--- src/rtl/keypad_scanner.sv ---
// 4x4 matrix keypad scanner: column scan, press/release debounce, one-entry code buffer.
// Define KEYPAD_REPEAT_EN to reissue the held key every REPEAT_CYCLES cycles.
module keypad_scanner #(
  parameter int SCAN_DIV        = 1000,
  parameter int DEBOUNCE_CYCLES = 200000,
  parameter int REPEAT_CYCLES   = 5000000
) (
  input  logic       clk,
  input  logic       rst_n,
  input  logic [3:0] rows,
  output logic [3:0] cols,
  output logic [3:0] key_code,
  output logic       key_valid,
  input  logic       key_ready,
  output logic       overrun
);

  typedef enum logic [1:0] {SCAN, DEB_PRESS, HELD, DEB_RELEASE} state_t;

  localparam logic [15:0] DIV_LAST = 16'(SCAN_DIV - 1);
  localparam logic [23:0] DEB_LAST = 24'(DEBOUNCE_CYCLES - 1);

  state_t      r_state;
  logic [3:0]  r_rows_meta;
  logic [3:0]  r_rows_s;
  logic [1:0]  r_col;
  logic [1:0]  r_row;
  logic [3:0]  r_cols;
  logic [15:0] r_div_cnt;
  logic [23:0] r_deb_cnt;
  logic [3:0]  r_key_code;
  logic        r_key_valid;
  logic        r_overrun;

  logic [1:0]  w_low_row;
  logic [1:0]  w_next_col;
  logic        w_any_low;
  logic        w_row_low;
  logic        w_deb_done;
  logic        w_rep_fire;
  logic        w_issue;
  logic        w_consume;

  // Lowest-index low row wins when several rows of the column are pressed.
  always_comb begin
    w_low_row = 2'd3;
    if (!r_rows_s[2]) w_low_row = 2'd2;
    if (!r_rows_s[1]) w_low_row = 2'd1;
    if (!r_rows_s[0]) w_low_row = 2'd0;
  end

  assign w_any_low  = (r_rows_s != 4'hF);
  assign w_next_col = r_col + 2'd1;
  assign w_row_low  = ~r_rows_s[r_row];
  assign w_deb_done = (r_deb_cnt == DEB_LAST);
  assign w_consume  = r_key_valid & key_ready;
  assign w_issue    = ((r_state == DEB_PRESS) && w_row_low && w_deb_done) || w_rep_fire;

  always_ff @(posedge clk or negedge rst_n) begin
    if (!rst_n) begin
      r_rows_meta <= 4'hF;
      r_rows_s    <= 4'hF;
    end else begin
      r_rows_meta <= rows;
      r_rows_s    <= r_rows_meta;
    end
  end

  always_ff @(posedge clk or negedge rst_n) begin
    if (!rst_n) begin
      r_state   <= SCAN;
      r_col     <= 2'd0;
      r_row     <= 2'd0;
      r_cols    <= 4'b1110;
      r_div_cnt <= 16'd0;
      r_deb_cnt <= 24'd0;
    end else begin
      case (r_state)
        SCAN: begin
          if (r_div_cnt == DIV_LAST) begin
            r_div_cnt <= 16'd0;
            if (w_any_low) begin
              r_row     <= w_low_row;
              r_deb_cnt <= 24'd0;
              r_state   <= DEB_PRESS;
            end else begin
              r_col  <= w_next_col;
              r_cols <= ~(4'b0001 << w_next_col);
            end
          end else begin
            r_div_cnt <= r_div_cnt + 16'd1;
          end
        end
        DEB_PRESS: begin
          if (w_row_low) begin
            if (w_deb_done) begin
              r_state   <= HELD;
              r_deb_cnt <= 24'd0;
            end else begin
              r_deb_cnt <= r_deb_cnt + 24'd1;
            end
          end else begin
            r_state   <= SCAN;
            r_col     <= w_next_col;
            r_cols    <= ~(4'b0001 << w_next_col);
            r_div_cnt <= 16'd0;
            r_deb_cnt <= 24'd0;
          end
        end
        HELD: begin
          if (!w_row_low) begin
            r_state   <= DEB_RELEASE;
            r_deb_cnt <= 24'd0;
          end
        end
        DEB_RELEASE: begin
          if (!w_row_low) begin
            if (w_deb_done) begin
              r_state   <= SCAN;
              r_col     <= w_next_col;
              r_cols    <= ~(4'b0001 << w_next_col);
              r_div_cnt <= 16'd0;
              r_deb_cnt <= 24'd0;
            end else begin
              r_deb_cnt <= r_deb_cnt + 24'd1;
            end
          end else begin
            r_state   <= HELD;
            r_deb_cnt <= 24'd0;
          end
        end
        default: r_state <= SCAN;
      endcase
    end
  end

`ifdef KEYPAD_REPEAT_EN
  localparam logic [31:0] REP_LAST = 32'(REPEAT_CYCLES - 1);
  logic [31:0] r_rep_cnt;

  // Restarted during every press debounce so the first repeat lands one full interval after the initial code.
  always_ff @(posedge clk or negedge rst_n) begin
    if (!rst_n) begin
      r_rep_cnt <= 32'd0;
    end else if (r_state == DEB_PRESS) begin
      r_rep_cnt <= 32'd0;
    end else if ((r_state == HELD) && w_row_low) begin
      r_rep_cnt <= (r_rep_cnt == REP_LAST) ? 32'd0 : r_rep_cnt + 32'd1;
    end
  end

  assign w_rep_fire = (r_state == HELD) && w_row_low && (r_rep_cnt == REP_LAST);
`else
  assign w_rep_fire = 1'b0;
`endif

  always_ff @(posedge clk or negedge rst_n) begin
    if (!rst_n) begin
      r_key_code  <= 4'd0;
      r_key_valid <= 1'b0;
      r_overrun   <= 1'b0;
    end else begin
      r_overrun <= 1'b0;
      if (w_issue) begin
        if (!r_key_valid || w_consume) begin
          r_key_code  <= {r_row, r_col};
          r_key_valid <= 1'b1;
        end else begin
          r_overrun <= 1'b1;
        end
      end else if (w_consume) begin
        r_key_valid <= 1'b0;
      end
    end
  end

  assign cols      = r_cols;
  assign key_code  = r_key_code;
  assign key_valid = r_key_valid;
  assign overrun   = r_overrun;

endmodule

--- config.mk ---
export PLATFORM = sky130hd
export DESIGN_NAME = keypad_scanner
export DESIGN_NICKNAME = d
export VERILOG_FILES = /design/src/rtl/keypad_scanner.sv
export SDC_FILE = /design/constraint.sdc
export NUM_CORES = 1
export LEC_CHECK = 0
export ABC_CLOCK_PERIOD_IN_PS = 4860
export BUFFER_PORTS_ARGS = -buffer_cell sky130_fd_sc_hd__clkbuf_2
export CORE_MARGIN = 5
export CORE_UTILIZATION = 65
export DETAILED_ROUTE_END_ITERATION = 8
export PLACE_DENSITY = 0.93
export SLEW_MARGIN = 20
export SYNTH_ARGS = -nofsm -noshare
export SYNTH_HDL_FRONTEND = slang
export SYNTH_SLANG_ARGS = --single-unit
--- constraint.sdc ---
create_clock -name clk -period 4.86 [get_ports clk]
set_input_delay 0.729 -clock clk [delete_from_list [all_inputs] [get_ports clk]]
set_output_delay 0.729 -clock clk [all_outputs]
set_load 0.01 [all_outputs]
======== Word level (Yosys, flattened, before mapping) ========
Cells that the tools add are included.
storage, ports and cells
  logic and storage cells ................. 91
  output and inout port bits .............. 10
  bits of input ports ..................... 7
  register bits ........................... 64
operators by class
  shifts and indexed selects .............. 1
  reductions and logical operators ........ 14
  equal/unequal tests ..................... 16
  bitwise logic cells ..................... 3
  multiplexer cells ....................... 42
  add/subtract/negate cells ............... 3
  magnitude comparators ................... 1
operators with widths
  kind                                                                     count
  24-bit two-way mux                                                       6
  24-bit case mux with 4 select lines                                      1
  16-bit two-way mux                                                       4
  16-bit case mux with 3 select lines                                      1
  2-bit two-way mux                                                        14
  24-bit by 1-bit adder with 24-bit output, second input constant          1
  24-bit by 18-bit equality test with 1-bit output, second input constant  1
  4-bit two-way mux                                                        5
  16-bit by 1-bit adder with 16-bit output, second input constant          1
  16-bit by 10-bit equality test with 1-bit output, second input constant  1
  2-bit inequality test, second input constant                             7
  4-bit case mux with 3 select lines                                       1
  2-bit case mux with 4 select lines                                       1
  1-bit two-way mux                                                        7
  3-bit inequality test, second input constant                             2
  2-bit case mux with 3 select lines                                       1
  3-bit AND reduction                                                      2
  6-bit AND reduction                                                      1
  5-bit AND reduction                                                      1
  2-bit equality test, second input constant                               2
  4-bit inequality test, second input constant                             1
  4-bit inverter                                                           1
  2-bit AND reduction                                                      2
  4-bit AND reduction                                                      1
  14 further kinds                                                         15

======== Logic depth before layout (Yosys ltp) ========
  depth after elaboration ................. 7
  mapped depth ............................ 8
  gate-level depth less buffers ........... 6

======== Worst setup path after synthesis ========
OpenSTA, ideal clock, no wires.
  path kind ............................... register to register
  start point ............................. register r_deb_cnt[0]
  end point ............................... register r_key_code[0] (netlist: key_code[0])
  stages on the path, launching flop included .. 7
  slack ................................... 2.425 ns
  library setup time ...................... 0.125 ns
  clock period less this slack ............ 2.435 ns
  buffers on the path ..................... 0
  arrival time ............................ 2.311 ns
  data required time ...................... 4.735 ns
  cells stage by stage .................... dfrtp_1 > ha_1 > inv_1 > or4_4 > or4b_4 > nand4b_4 > mux2_2
between the ends
  word-level cells in the longest chain between the ends .. 3
ends and longest elaborated chain
  element                                           RTL line  RTL
  from (decl)                                       30        logic [23:0] r_deb_cnt;
  from (signal assigned)                            100       r_deb_cnt <= r_deb_cnt + 24'd1;
  from (signal assigned)                            125       r_deb_cnt <= r_deb_cnt + 24'd1;
  24-bit by 18-bit equality test with 1-bit output  55        assign w_deb_done = (r_deb_cnt == DEB_LAST);
  1-bit logical AND                                 57        assign w_issue = ((r_state == DEB_PRESS) && w_row_low && w_deb_done) || w_rep_fire;
  2-bit AND reduction (no line)                     -
  to (signal assigned)                              166       r_key_code <= {r_row, r_col};
  to (decl)                                         31        logic [3:0] r_key_code;
No other way between the ends.
A chain may end at the register's enable or synchronous reset.

======== Worst setup path in the final report ========
  start point ............................. register r_deb_cnt[0]
  end point ............................... register r_div_cnt[2]
between the ends
  word-level cells in the longest chain between the ends .. 3
ends and longest elaborated chain
  element                                           RTL line  RTL
  24-bit by 18-bit equality test with 1-bit output  55
  2-bit inequality test (no line)                   -
  4-bit AND reduction (no line)                     -
  to (signal assigned)                              91        r_div_cnt <= r_div_cnt + 16'd1;
  to (decl)                                         29        logic [15:0] r_div_cnt;
No other way between the ends.

==> load_flow_metrics.sql <==
INSERT INTO impl_metrics (metric_group, metric, value, unit) VALUES
('synth', 'syn_nets', '345', ''),
('worst_setup_path', 'critical-path-top-delay-family', 'simple AND/OR/NAND/NOR gates', ''),
('synth', 'fraction_of_the_mapped_netlist_area_in_compound_gates', '0.187', ''),
('worst_setup_path', 'worstPathArrival', '3370', 'ps'),
('power', 'power_frac_comb', '0.016', ''),
('timing', 'finClkSkew', '9.10', 'ps'),
('global_routing', 'antenna_found_initial', '0', ''),
('worst_setup_path', 'max_stage_delay', '760', 'ps'),
('floorplan', 'io-pin-count', '17', ''),
('timing', 'max_slew_violation_count', '0', ''),
('worst_setup_path', 'cp_max_fanout', '11', ''),
('power', 'cellLeakagePower', '1.63', 'nW'),
('synth', 'ys_ff_latch', '64', ''),
('hold_path', 'hold_path.startpoint', 'r_rows_meta[3]$_DFF_PN1_', ''),
('synth', 'post_synthesis_sequential_area_ratio', '0.491', ''),
('clocking', 'cts_setup_buffers', '0', ''),
('power', 'vdd_drop_max', '0.260', 'mV'),
('routing', 'ant_nets', '0', ''),
('clocking', 'cts_htree_levels', '3', ''),
('timing', 'final_hold_fails', '0', ''),
('synth', 'synth_area_leader_cell', 'sky130_fd_sc_hd__dfrtp_1', ''),
('worst_setup_path', 'type_of_element_launching_the_critical_path', 'flop', ''),
('timing', 'timing.final.crit_period', '3190', 'ps'),
('outcome', 'status', 'complete, no violations', ''),
('worst_setup_path', 'setup.worst_path.end', 'r_div_cnt[2]$_DFFE_PN0P_', ''),
('worst_setup_path', 'end_kind', 'flop', ''),
('floorplan', 'die_h', '81.1', 'µm'),
('routing', 'drt_pass1_iterations', '5', ''),
('clocking', 'cts_inserted_buffers', '9', ''),
('global_routing', 'global_route.usage.met2', '0.450', ''),
('power', 'netSwitchingPower', '0.235', 'mW'),
('synth', 'synth-adder-area-share', '0.0228', ''),
('power', 'internal_power', '0.900', 'mW'),
('floorplan', 'rows', '25', ''),
('clocking', 'ctsLongestPathBuffers', '2', ''),
('global_routing', 'met3_usage', '0.0743', ''),
('synth', 'synth-simple-area-share', '0.206', ''),
('worst_setup_path', 'cp_num_cells', '6', ''),
('run', 'max_cap_viol_count', '0', ''),
('clocking', 'post_cts_resize_count', '0', ''),
('power', 'power_frac_seq', '0.477', ''),
('place', 'preCtsSetupSlack', '1710', 'ps'),
('synth', 'dominantRegCellSynth', 'sky130_fd_sc_hd__dfrtp_1', ''),
('worst_setup_path', 'worstPathCellList', 'ha_1 > inv_1 > or4_4 > or4b_4 > a22oi_1 > a31oi_1', ''),
('clocking', 'tritoncts', 'done', ''),
('clocking', 'clkSinkCount', '64', ''),
('routing', 'route.vias.total', '2757', ''),
('routing', 'routedWlPerCell', '18.4', 'µm'),
('routing', 'drt_wl_total', '7.72', 'mm'),
('floorplan', 'fp.dieW', '81.1', 'µm'),
('clocking', 'root_buffer_cell', 'sky130_fd_sc_hd__clkbuf_8', ''),
('worst_setup_path', 'worstRegToRegCells', '6', ''),
('synth', 'yosys.area_share.xor_xnor', '0.0107', ''),
('global_routing', 'via_count_of_the_first_global_routing_pass', '2680', ''),
('worst_setup_path', 'critPathKind', 'reg -> reg', ''),
('synth', 'postSynth.asyncResetShare', '1.00', ''),
('timing', 'worst-slew-pin-transition', '1050', 'ps'),
('worst_setup_path', 'critPathLaunch', 'r_deb_cnt[0]$_DFFE_PN0P_', ''),
('clocking', 'clkSlewWorstSetupHoldPaths', '70', 'ps'),
('synth', 'ys_top_cells_by_area', 'sky130_fd_sc_hd__dfrtp_1 (40%), sky130_fd_sc_hd__dfstp_2 (8.8%), sky130_fd_sc_hd__a31oi_1 (5.7%), sky130_fd_sc_hd__nand2_1 (3.9%), sky130_fd_sc_hd__nand3_1 (2.9%)', ''),
('global_routing', 'grt.busiest_layer', 'met2', ''),
('layout', 'layout-area-overhead-vs-synth', '11.7', '%'),
('worst_setup_path', 'worstPathBufferInverterCount', '1', ''),
('global_routing', 'largest_net_degree_at_the_start_of_global_routing', '41', ''),
('worst_setup_path', 'crit-reg2reg-launch', 'r_deb_cnt[0]$_DFFE_PN0P_', ''),
('synth', 'yosysUniqueCellTypes', '57', ''),
('worst_setup_path', 'ff2ff_setup_slack', '1670', 'ps'),
('timing', 'maxClockFrequency', '313', 'MHz'),
('timing', 'rsz0062_at_grt', 'no', ''),
('global_routing', 'grt_pass1_wl', '13.2', 'mm'),
('timing', 'setup_viol', '0', '');
[layer usage]
metal	wire length, µm	share of wire
met3	387	0.050
met1	3170	0.41
met4	163	0.021
met5	0	0
met2	4000	0.52
[synthesized netlist by cell type, types with 2 or more instances]
library cell	n
sky130_fd_sc_hd__mux2_2	6
sky130_fd_sc_hd__nand3_1	19
sky130_fd_sc_hd__buf_2	2
sky130_fd_sc_hd__and2_1	3
sky130_fd_sc_hd__o21a_1	2
sky130_fd_sc_hd__dfstp_2	11
sky130_fd_sc_hd__nand2b_1	4
sky130_fd_sc_hd__inv_1	16
sky130_fd_sc_hd__ha_1	6
sky130_fd_sc_hd__xnor2_1	3
sky130_fd_sc_hd__nor4b_1	2
sky130_fd_sc_hd__clkbuf_1	8
sky130_fd_sc_hd__and4_1	2
sky130_fd_sc_hd__and3_1	8
sky130_fd_sc_hd__o211a_1	2
sky130_fd_sc_hd__buf_1	3
sky130_fd_sc_hd__nand2_1	34
sky130_fd_sc_hd__o21ai_0	14
sky130_fd_sc_hd__a41oi_1	8
sky130_fd_sc_hd__mux2i_1	7
sky130_fd_sc_hd__a22o_1	5
sky130_fd_sc_hd__a31oi_1	30
sky130_fd_sc_hd__a21oi_1	18
sky130_fd_sc_hd__nor2_1	16
sky130_fd_sc_hd__or3_1	3
sky130_fd_sc_hd__dfrtp_1	53
sky130_fd_sc_hd__nand4_1	5
sky130_fd_sc_hd__a211o_1	2
sky130_fd_sc_hd__nor3_1	6
sky130_fd_sc_hd__nor4_1	6
sky130_fd_sc_hd__o211ai_1	2
[metrics by stage]
stage	utilization	cells	instance area (µm²)
2_1_floorplan	-	332	3290
3_3_place_gp	0.710	404	3420
3_5_place_dp	0.710	404	3420
4_1_cts	0.763	420	3670
5_1_grt	0.763	420	3670
6_report	0.763	420	3670
[logic make-up (layout without fill, tap and decap cells)]
| logic type | Yosys count | in the layout |
|---|---|---|
| simple gates | 122 | 122 |
| compound gates | 93 | 93 |
| flops | 64 | 64 |
| buf+inv | 29 | 50 |
| mux | 14 | 14 |
| fa+ha+maj | 6 | 6 |
| xor+xnor | 4 | 4 |
[final cells by class]
| class | count | area [µm²] | share of cell area |
|---|---|---|---|
| Tap cell | 67 | 83.8 | 0.0228 |
| Timing Repair Buffer | 18 | 95.1 | 0.0259 |
| Sequential cell | 64 | 1620 | 0.440 |
| Clock inverter | 6 | 115 | 0.0313 |
| Inverter | 16 | 60.1 | 0.0163 |
| Multi-Input combinational cell | 239 | 1570 | 0.426 |
| Clock buffer | 10 | 138 | 0.0375 |
[state kept, by name, indices dropped and copies added, names as in the netlist, named ones only]
register     count
r_col            2
r_rows_s         4
r_state          1
r_rows_meta      4
r_row            2
overrun          1
r_div_cnt       16
r_deb_cnt       24
key_code         4
key_valid        1
cols             4
[placed cells by master (no fill, tap or decap), drive strengths merged, types with 4 or more instances in the layout]
cell type,synthesis,final
nor2,16,16
mux2i,7,7
a41oi,8,8
dfstp,11,11
a31oi,30,30
ha,6,6
dfrtp,53,53
clkbuf,8,26
nand3,19,19
inv,16,17
and3,8,8
nand2,34,34
a22o,5,5
a21oi,18,18
nor3,6,6
nand2b,4,4
nand4,6,6
and2,4,4
o21ai,14,14
mux2,6,6
nor4,7,7
[power groups by stage]
stage	logic [mW]	registers (mW)	clock network [mW]
3_3_place_gp	0.0173	0.550	0
6_report	0.0176	0.541	0.576
3_5_place_dp	0.0180	0.551	0
4_1_cts	0.0181	0.541	0.580
5_1_grt	0.0204	0.542	0.606
2_1_floorplan	0.00380	0.550	0
[worst min-delay path by stage]
stage / end / slack (ps) / cells after the start
floorplan: r_rows_s[0]$_DFF_PN1_ / 350 / 0
global placement: r_rows_s[1]$_DFF_PN1_ / 350 / 0
detailed placement: r_rows_s[2]$_DFF_PN1_ / 350 / 0
CTS: r_rows_s[3]$_DFF_PN1_ / 360 / 0
global route: r_rows_s[3]$_DFF_PN1_ / 370 / 0
finish: r_rows_s[3]$_DFF_PN1_ / 360 / 0
(Power assumes the default switching activity.)
